File: src/rtl/norm_div_pkg.sv
// Shared softmax constants: data/address widths, run length and IP latencies.
package norm_div_pkg;

  localparam int AW         = 12;
  localparam int DW         = 32;
  localparam int DATA_SIZE  = 128;

  // Fixed latencies of the floating-point cores used along the softmax datapath
  localparam int NORM_DELAY = 5;
  localparam int EXP_DELAY  = 17;
  localparam int ACC_DELAY  = 7;
  localparam int DIV_DELAY  = 14;

  // Canonical quiet NaN produced by the divider for invalid operations
  localparam logic [DW-1:0] FP_QNAN = 32'h7FC0_0000;

endpackage

File: src/rtl/norm_div_if.sv
// Handshake and memory-port bundle between norm_div and its neighbours.
interface norm_div_if;
  import norm_div_pkg::*;

  logic          norm_div_start;
  logic          norm_div_ready;
  logic [DW-1:0] sum;
  logic [AW-1:0] rd_addr;
  logic [DW-1:0] rd_data;
  logic [AW-1:0] wr_addr;
  logic [DW-1:0] wr_data;
  logic          wr_ena;
  logic          downstream_ready;
  logic          norm_div_done;

  // Upstream controller / memories side
  modport master (
    output norm_div_start, sum, rd_data, downstream_ready,
    input  norm_div_ready, rd_addr, wr_addr, wr_data, wr_ena, norm_div_done
  );

  // norm_div side
  modport slave (
    input  norm_div_start, sum, rd_data, downstream_ready,
    output norm_div_ready, rd_addr, wr_addr, wr_data, wr_ena, norm_div_done
  );
endinterface

File: src/rtl/fdiv14.sv
// Single-precision divider core with a fixed 14-cycle latency.
// Denormal operands are flushed to zero; rounding is to nearest even.
module fdiv14 (
  input  logic        clock,
  input  logic [31:0] dataa,
  input  logic [31:0] datab,
  output logic [31:0] result
);
  import norm_div_pkg::*;

  localparam int LAT = 14;

  logic               sign_s;
  logic [7:0]         ea_s, eb_s;
  logic [23:0]        ma_s, mb_s;
  logic               a_zero_s, b_zero_s, a_inf_s, b_inf_s, a_nan_s, b_nan_s;
  logic [24:0]        rem_s;
  logic [26:0]        q_s;
  logic [25:0]        norm_s;
  logic signed [9:0]  exp_s;
  logic               sticky_s, round_s;
  logic [23:0]        frac_s;
  logic [31:0]        quot_s;
  logic [31:0]        stage_r [LAT];

  // Unpipelined divide: mantissa long division, normalise, round, classify
  always_comb begin
    sign_s   = dataa[31] ^ datab[31];
    ea_s     = dataa[30:23];
    eb_s     = datab[30:23];
    ma_s     = {1'b1, dataa[22:0]};
    mb_s     = {1'b1, datab[22:0]};
    a_zero_s = (ea_s == 8'd0);
    b_zero_s = (eb_s == 8'd0);
    a_inf_s  = (ea_s == 8'hFF) && (dataa[22:0] == 23'd0);
    b_inf_s  = (eb_s == 8'hFF) && (datab[22:0] == 23'd0);
    a_nan_s  = (ea_s == 8'hFF) && (dataa[22:0] != 23'd0);
    b_nan_s  = (eb_s == 8'hFF) && (datab[22:0] != 23'd0);

    rem_s = {1'b0, ma_s};
    q_s   = 27'd0;
    for (int i = 26; i >= 0; i--) begin
      if (rem_s >= {1'b0, mb_s}) begin
        q_s[i] = 1'b1;
        rem_s  = rem_s - {1'b0, mb_s};
      end else begin
        q_s[i] = 1'b0;
      end
      rem_s = {rem_s[23:0], 1'b0};
    end

    exp_s = $signed({2'b00, ea_s}) - $signed({2'b00, eb_s}) + 10'sd127;
    if (q_s[26]) begin
      norm_s = q_s[25:0];
    end else begin
      norm_s = {q_s[24:0], 1'b0};
      exp_s  = exp_s - 10'sd1;
    end

    sticky_s = (|norm_s[1:0]) | (|rem_s);
    round_s  = norm_s[2] & (sticky_s | norm_s[3]);
    frac_s   = {1'b0, norm_s[25:3]} + {23'd0, round_s};
    if (frac_s[23]) begin
      exp_s = exp_s + 10'sd1;
    end else begin
      exp_s = exp_s;
    end

    if (a_nan_s || b_nan_s || (a_zero_s && b_zero_s) || (a_inf_s && b_inf_s)) begin
      quot_s = FP_QNAN;
    end else if (a_inf_s || b_zero_s) begin
      quot_s = {sign_s, 8'hFF, 23'd0};
    end else if (a_zero_s || b_inf_s) begin
      quot_s = {sign_s, 31'd0};
    end else if (exp_s >= 10'sd255) begin
      quot_s = {sign_s, 8'hFF, 23'd0};
    end else if (exp_s <= 10'sd0) begin
      quot_s = {sign_s, 31'd0};
    end else begin
      quot_s = {sign_s, exp_s[7:0], frac_s[22:0]};
    end
  end

  // Fixed-latency result pipeline; the core has no reset
  always_ff @(posedge clock) begin
    stage_r[0] <= quot_s;
    for (int i = 1; i < LAT; i++) begin
      stage_r[i] <= stage_r[i-1];
    end
  end

  assign result = stage_r[LAT-1];

endmodule

File: src/rtl/norm_div_pipe.sv
// Valid + payload delay line with synchronous clear; keeps write strobes
// aligned with quotients coming out of the divider.
module norm_div_pipe #(
  parameter int DEPTH = 15,
  parameter int W     = 13
) (
  input  logic         clk,
  input  logic         clr,
  input  logic         in_valid,
  input  logic [W-1:0] in_data,
  output logic         out_valid,
  output logic [W-1:0] out_data
);

  logic [DEPTH-1:0] valid_r;
  logic [W-1:0]     data_r [DEPTH];

  // Shift valid and payload one stage per cycle; clear flushes every stage
  always_ff @(posedge clk) begin
    if (clr) begin
      valid_r <= {DEPTH{1'b0}};
      for (int i = 0; i < DEPTH; i++) begin
        data_r[i] <= {W{1'b0}};
      end
    end else begin
      valid_r   <= {valid_r[DEPTH-2:0], in_valid};
      data_r[0] <= in_data;
      for (int i = 1; i < DEPTH; i++) begin
        data_r[i] <= data_r[i-1];
      end
    end
  end

  assign out_valid = valid_r[DEPTH-1];
  assign out_data  = data_r[DEPTH-1];

endmodule

File: src/rtl/norm_div.sv
// Softmax normalisation: reads each exponential, divides by the latched sum,
// writes the probability out, then handshakes completion downstream.
module norm_div #(
  parameter int DATA_SIZE = norm_div_pkg::DATA_SIZE,
  parameter int DIV_DELAY = norm_div_pkg::DIV_DELAY
) (
  input logic       clk,
  input logic       rst,
  norm_div_if.slave bus
);
  import norm_div_pkg::*;

  localparam int            PIPE_DEPTH = 1 + DIV_DELAY;
  localparam logic [AW-1:0] LAST_ADDR  = AW'(DATA_SIZE - 1);

  typedef enum logic [1:0] {
    IDLE  = 2'd0,
    RUN   = 2'd1,
    DRAIN = 2'd2,
    HOLD  = 2'd3
  } state_t;

  state_t        state_r, state_s;
  logic [AW-1:0] counter_r, counter_s;
  logic [DW-1:0] sum_r, sum_s;
  logic          ready_r;
  logic          issue_s, last_s;
  logic          pipe_valid_s;
  logic [AW:0]   pipe_data_s;

  // State, read counter, divisor and ready registers
  always_ff @(posedge clk) begin
    if (rst) begin
      state_r   <= IDLE;
      counter_r <= {AW{1'b0}};
      sum_r     <= {DW{1'b0}};
      ready_r   <= 1'b1;
    end else begin
      state_r   <= state_s;
      counter_r <= counter_s;
      sum_r     <= sum_s;
      ready_r   <= (state_s == IDLE);
    end
  end

  // Next-state logic; the pipe's last-flag output marks the final write
  always_comb begin
    state_s   = state_r;
    counter_s = counter_r;
    sum_s     = sum_r;
    issue_s   = 1'b0;
    last_s    = 1'b0;
    case (state_r)
      IDLE: begin
        if (bus.norm_div_start) begin
          sum_s     = bus.sum;
          counter_s = {AW{1'b0}};
          state_s   = RUN;
        end else begin
          state_s = IDLE;
        end
      end
      RUN: begin
        issue_s = 1'b1;
        if (counter_r == LAST_ADDR) begin
          last_s  = 1'b1;
          state_s = DRAIN;
        end else begin
          counter_s = counter_r + {{(AW-1){1'b0}}, 1'b1};
        end
      end
      DRAIN: begin
        if (pipe_data_s[AW]) begin
          state_s = bus.downstream_ready ? IDLE : HOLD;
        end else begin
          state_s = DRAIN;
        end
      end
      HOLD: begin
        if (bus.downstream_ready) begin
          state_s = IDLE;
        end else begin
          state_s = HOLD;
        end
      end
      default: begin
        state_s = IDLE;
      end
    endcase
  end

  norm_div_pipe #(
    .DEPTH (PIPE_DEPTH),
    .W     (AW + 1)
  ) u_pipe (
    .clk       (clk),
    .clr       (rst),
    .in_valid  (issue_s),
    .in_data   ({last_s, counter_r}),
    .out_valid (pipe_valid_s),
    .out_data  (pipe_data_s)
  );

  fdiv14 u_div (
    .clock  (clk),
    .dataa  (bus.rd_data),
    .datab  (sum_r),
    .result (bus.wr_data)
  );

  assign bus.rd_addr        = counter_r;
  assign bus.wr_ena         = pipe_valid_s;
  assign bus.wr_addr        = pipe_data_s[AW-1:0];
  assign bus.norm_div_done  = pipe_data_s[AW];
  assign bus.norm_div_ready = ready_r;

endmodule

File: src/flat_wrapper.sv
// flat-port wrapper written by rule: the top's interface ports become plain ports
module norm_div_flat import norm_div_pkg::*;
#(
  parameter int DATA_SIZE = norm_div_pkg::DATA_SIZE,
  parameter int DIV_DELAY = norm_div_pkg::DIV_DELAY
)
  (clk, rst, bus_norm_div_start, bus_sum, bus_rd_data, bus_downstream_ready, bus_norm_div_ready, bus_rd_addr, bus_wr_addr, bus_wr_data, bus_wr_ena, bus_norm_div_done);
  norm_div_if bus_i ();
  input logic clk;
  input logic rst;
  input wire logic [$bits(bus_i.norm_div_start)-1:0] bus_norm_div_start;
  input wire logic [$bits(bus_i.sum)-1:0] bus_sum;
  input wire logic [$bits(bus_i.rd_data)-1:0] bus_rd_data;
  input wire logic [$bits(bus_i.downstream_ready)-1:0] bus_downstream_ready;
  output wire logic [$bits(bus_i.norm_div_ready)-1:0] bus_norm_div_ready;
  output wire logic [$bits(bus_i.rd_addr)-1:0] bus_rd_addr;
  output wire logic [$bits(bus_i.wr_addr)-1:0] bus_wr_addr;
  output wire logic [$bits(bus_i.wr_data)-1:0] bus_wr_data;
  output wire logic [$bits(bus_i.wr_ena)-1:0] bus_wr_ena;
  output wire logic [$bits(bus_i.norm_div_done)-1:0] bus_norm_div_done;
  assign bus_i.norm_div_start = bus_norm_div_start;
  assign bus_i.sum = bus_sum;
  assign bus_i.rd_data = bus_rd_data;
  assign bus_i.downstream_ready = bus_downstream_ready;
  assign bus_norm_div_ready = bus_i.norm_div_ready;
  assign bus_rd_addr = bus_i.rd_addr;
  assign bus_wr_addr = bus_i.wr_addr;
  assign bus_wr_data = bus_i.wr_data;
  assign bus_wr_ena = bus_i.wr_ena;
  assign bus_norm_div_done = bus_i.norm_div_done;
  norm_div #(.DATA_SIZE(DATA_SIZE), .DIV_DELAY(DIV_DELAY)) u_core (.clk(clk), .rst(rst), .bus(bus_i));
endmodule
File: config.mk
export PLATFORM = sky130hd
export DESIGN_NAME = norm_div_flat
export DESIGN_NICKNAME = d
export VERILOG_FILES = /design/src/rtl/norm_div_pkg.sv /design/src/rtl/norm_div_if.sv /design/src/rtl/fdiv14.sv /design/src/rtl/norm_div_pipe.sv /design/src/rtl/norm_div.sv /design/src/flat_wrapper.sv
export SDC_FILE = /design/constraint.sdc
export NUM_CORES = 2
export LEC_CHECK = 0
export ABC_AREA = 0
export CAP_MARGIN = 20
export CELL_PAD_IN_SITES_DETAIL_PLACEMENT = 1
export CELL_PAD_IN_SITES_GLOBAL_PLACEMENT = 2
export CORE_UTILIZATION = 36
export CTS_BUF_LIST = sky130_fd_sc_hd__clkbuf_16
export CTS_CLUSTER_DIAMETER = 80
export DETAILED_ROUTE_END_ITERATION = 8
export GPL_ROUTABILITY_DRIVEN = 0
export HOLD_SLACK_MARGIN = 0.08
export PLACE_DENSITY = 0.81
export REMOVE_ABC_BUFFERS = 1
export SETUP_SLACK_MARGIN = 0.3
export SYNTH_ARGS = -nofsm -noshare
export SYNTH_HDL_FRONTEND = slang
export SYNTH_SLANG_ARGS = --single-unit
File: constraint.sdc
create_clock -name clk -period 136.9 [get_ports clk]
set_clock_uncertainty 0.1 [all_clocks]
set_input_delay 13.69 -clock clk [delete_from_list [all_inputs] [get_ports clk]]
set_output_delay 13.69 -clock clk [all_outputs]
set_load 0.03 [all_outputs]
Yosys cells after proc, flatten, opt, wreduce, memory -nomap -nowiden

Memory sizes are Yosys's and may differ from the RTL's.
Cells that the tools add are included.

Register bits after elaboration: 62
RAM bits: 643
Input bits: 68
Output and inout port bits: 59
Logic and storage cells: 211
Memories: 2

Memories:

| memory               | words | bits a word | read ports | clocked after memory_dff | wr ports | RTL line            | source |
|---|---|---|---|---|---|---|---|
| u_core.u_div.stage_r | 14    | 32          | 14         | 0                        | 14       | fdiv14.sv:24        | `logic [31:0] stage_r [LAT];` |
| u_core.u_pipe.data_r | 15    | 13          | 15         | 0                        | 15       | norm_div_pipe.sv:16 | `logic [W-1:0] data_r [DEPTH];` |

Add/sub/neg operators: 33
$lt $le $gt $ge: 29
Equal/unequal tests: 8
Mux-type cells: 91
Bitwise logic cells: 19
Reduce and logical (&&, ||, !) cells: 24

Operators with widths:

| cell                                                                   | number |
|---|---|
| 25-bit by 24-bit >= comparator with 1-bit output                       | 26 |
| 24-bit two-way mux                                                     | 27 |
| 24-bit subtractor                                                      | 27 |
| 13-bit two-way mux                                                     | 15 |
| 31-bit two-way mux                                                     | 4 |
| 23-bit zero test                                                       | 2 |
| 23-bit nonzero test                                                    | 2 |
| 1-bit two-way mux                                                      | 34 |
| 32-bit two-way mux                                                     | 1 |
| 26-bit two-way mux                                                     | 1 |
| 23-bit by 1-bit adder with 24-bit output                               | 1 |
| 24-bit >= comparator                                                   | 1 |
| 12-bit two-way mux                                                     | 2 |
| 12-bit one-hot mux with 2 select lines                                 | 1 |
| 24-bit OR reduction                                                    | 1 |
| 10-bit two-way mux                                                     | 2 |
| 1-bit bitwise OR                                                       | 17 |
| 8-bit equality test, second input constant                             | 2 |
| 8-bit zero test                                                        | 2 |
| 12-bit by 1-bit adder with 12-bit output, second input constant        | 1 |
| 12-bit by 7-bit equality test with 1-bit output, second input constant | 1 |
| 10-bit by 2-bit adder with 10-bit output, second input constant        | 1 |
| 9-bit by 8-bit adder with 10-bit output, second input constant         | 1 |
| 10-bit by 9-bit >= comparator with 1-bit output, second input constant | 1 |
| 17 further kinds                                                       | 31 |

Longest topological paths before layout

Depth after elaboration: 67
Mapped depth: 666
Gate-level depth less buffers: 616

Cells and area by module

A second synthesis with hierarchy kept.

Cells, all modules: 6,345
Area, all modules: 53,336.2 sq um

By module, submodules not included:

| module        | instances | cells an instance | area each (sq um) | seq. area each (sq um) |
|---|---|---|---|---|
| fdiv14        | 1         | 5,670             | 45,770.1          | 8,968.6 |
| norm_div_pipe | 1         | 443               | 5,666.7           | 4,204.0 |
| norm_div      | 1         | 232               | 1,899.3           | 940.9 |

Least setup slack after synthesis

Ideal clock, no wire load.

Kind: in2reg
Start: in bus_rd_data[0]
End: mem u_core.u_div.stage_r[0][0]
Library setup time: 124 ps
Data arrival time: 129,300 ps
Required time: 136,676 ps
Setup slack: 7,376 ps
Cell stages on the path: 648
Buffers on the path: 61
Cells stage by stage: inv_1 -> ha_1 -> inv_1 -> fa_1 -> a211oi_1 -> o21a_1 -> nor3_2 -> o211ai_1 -> and2_1 -> buf_1 -> clkbuf_1 -> clkbuf_1 -> clkbuf_1 -> buf_1 -> o21ai_0 -> ha_1 -> a21oi_1 -> a21oi_1 -> [612 not listed] -> nand2b_1 -> a21oi_1 -> nor2b_1 -> o21ai_0 -> nand2b_1 -> a21oi_1 -> nor2_1 -> a211oi_1 -> nor2_1 -> a211oi_1 -> o21ai_0 -> a21o_1 -> a221o_1 -> a211oi_1 -> a31o_2 -> a31oi_1 -> a221oi_1 -> nor4_1

RTL lines:

| what               | RTL line           | source |
|---|---|---|
| start: declaration | flat_wrapper.sv:13 | `input wire logic [$bits(bus_i.rd_data)-1:0] bus_rd_data;` |
| end: declaration   | fdiv14.sv:24       |  |

==> out/results.ini <==
[status]
status=finished clean

[global_route]
grt_pass1_wl_um=301000
grt_max_degree=148
grt-ovfl-total=0
grt_antenna_before_repair=2
groute.usage.overall=0.249
grt_pass1_vias=50400

[clock_network]
root_buffer=clkbuf_16
htree_levels=3
clkTransAtPathRegs_ns=0.06
cts_sinks=705
cts_tree=done
worst_skew_pair.late_latency_ns=0.61
cts_buffers=69
clk_path_buf_depth=3

[routing]
vias=50500
drcViolationCount=0
wl_per_cell_um=22.5
routed_via_density=5.68
drtIter0Drc=3293
dr.pass1.iters=5
final_antenna_net_count=0
routed_wl_um=200000

[place]
port_buffers=126
dpl_cell_area_mm2=0.0587
dp_slack_ns=-0.593
dp_hpwl_um=151000

[floorplanning]
rows=143
coreArea_mm2=0.152
die_h_um=393
pin_count=127
fp.dieArea_mm2=0.154
die_w_um=393
initial_core_util=0.362

[timing]
max_freq_mhz=7.82
setup_tns_ns=0
worst_hold_slack_ns=0.219
maxSlewViolCount=0
max_slew_margin=0.178
worst_pin_slew_ns=1.22
timing.final.crit_share=0.934
fin_crit_ns=127.86
setup_viol=0
finalWorstSetupSlack_ns=9.04
hold_viol_final=0
rsz0062_at_grt=false

[synth]
synth_cells=6675
async_reset_ff_frac=0
synth_edf_count=0
synth_cell_types=123
synth_area_mm2=0.0550
synth_warnings=0
yosysSeqAreaShare=0.257
ys.flop_type=dfxtp_1
avgSynthCellArea_um2=8.24
ys_seq_elements=705

[finish]
fillCellCount=18200
final_nets=7494
syn_to_final_growth_pct=12.3
final_area_mm2=0.0618
final_layout_size_suffix_gt1_frac=0.108

[worst_setup_path]
cp_max_fo=38
critPathSlowestCell=clkdlybuf4s50_1
critPathLaunchType=primary input
crit_type=in -> reg
max_stage_delay_ns=0.69
cpMostUsedCell=a21o_1
arrival_ns=128.24
required_ns=137.28
end_kind=flip-flop

[min_path]
hp-class=reg -> reg

[flow_run]
max-cap-violations=0

## metal layers
metal  up-vias  global-route usage  wire length (um)
met5         -                   0                 0
met1     24700               0.335             92400
met2      1148               0.416             91700
met4         0              0.0799              6550
met3       290              0.0236              9280
li1      24400                   -                 -
## cell type report
class	instances	area (um^2)	share of cell area
Antenna cell	2	5.00	0.0000810
Clock buffer	69	1730	0.0279
Clock inverter	54	395	0.00640
Inverter	289	1080	0.0176
Multi-Input combinational cell	5463	39400	0.637
Sequential cell	705	14100	0.229
Tap cell	2030	2540	0.0411
Timing Repair Buffer	286	2550	0.0413
## cell usage after synthesis, types with 55 or more instances
| cell type | number | area, um^2 |
|---|---|---|
| a21boi_0 | 74 | 556 |
| xnor2_1 | 280 | 2450 |
| dfxtp_1 | 705 | 14100 |
| o21a_1 | 127 | 953 |
| nand2b_1 | 103 | 644 |
| ha_1 | 609 | 7620 |
| nand2_1 | 545 | 2050 |
| o31ai_1 | 55 | 413 |
| nor3_1 | 143 | 716 |
| a21o_1 | 295 | 2210 |
| clkbuf_1 | 124 | 465 |
| xor2_1 | 183 | 1600 |
| o21bai_1 | 56 | 420 |
| a21oi_1 | 484 | 2420 |
| inv_1 | 287 | 1080 |
| nor2_1 | 550 | 2060 |
| nor2b_1 | 284 | 1780 |
| o21ai_0 | 354 | 1770 |
| mux2i_1 | 79 | 791 |
| nand4_1 | 126 | 788 |
| mux2_2 | 267 | 3010 |
| nand3_1 | 126 | 631 |
## layout by cell type, fill, tap and decap left out, types with 56 or more instances in the layout
master,instances
nor2b_1,283
xnor2_1,279
nor2_1,545
ha_1,609
dfxtp_1,704
nand2b_1,103
o21ai_0,299
nor3_1,140
a21oi_1,471
nand4_1,126
a21o_1,292
nand3_1,126
o21bai_1,56
xor2_1,183
clkbuf_16,69
nand2_1,538
o21ai_1,81
clkdlybuf4s50_1,125
o21a_1,126
mux2i_1,77
inv_1,280
buf_4,145
mux2_2,266
## worst paths after layout
kind | startpoint | to | cells past startpoint | slack, ns
worst min register to register | u_core.u_div.stage_r[0][136] | u_core.u_div.stage_r[0][168] | 0 | 0.22
worst max register to register | u_core.sum_r[17] | u_core.u_div.stage_r[0][0] | 599 | 21.66
worst max-delay path | bus_rd_data[1] | u_core.u_div.stage_r[0][0] | 601 | 9.04
worst min-delay path | u_core.u_div.stage_r[0][136] | u_core.u_div.stage_r[0][168] | 0 | 0.22
## registers in the layout (all words and copies together), names as in the netlist
name,count
u_core.u_pipe.valid_r,15
u_core.state_r,2
u_core.bus.norm_div_ready,1
u_core.bus.rd_addr,12
u_core.u_pipe.data_r,195
u_core.sum_r,32
u_core.u_div.stage_r,448
## logic make-up after synthesis
kind of cell             after synthesis  share of synthesized area
XOR/XNOR                             463                     0.0737
multiplexers                         363                     0.0733
adder cells (fa/ha/maj)              612                      0.140
AO/OA/AOI/OAI                       1878                      0.226
flip-flops                           705                      0.257
buffers and inverters                514                     0.0394
AND/OR/NAND/NOR                     2140                      0.191
## critical path, delay by kind of cell
family	cells	cell delay, ns
multiplexers	14	4.28
AND/OR/NAND/NOR	115	17.83
XOR/XNOR	1	0.14
buffers and inverters	25	4.77
AO/OA/AOI/OAI	419	77.97
adder cells (fa/ha/maj)	27	9.26
## per-stage QoR
step / utilization / instances
floorplan: - / 6450
detailed placement: 0.387 / 8722
CTS: 0.401 / 8847
global placement: 0.386 / 8719
finish: 0.407 / 8898
global route: 0.407 / 8896
## repair_timing
action,4_1_cts,5_1_grt
pin swaps,1,27
resized for setup,7,210
cloned,0,7
buffers inserted,2,41
hold buffers,0,0
endpoints found under the setup margin,1,31
Power is left out: the tool's default activity adds up to more than one toggle a clock period on the data nets, which glitch-free logic cannot reach.
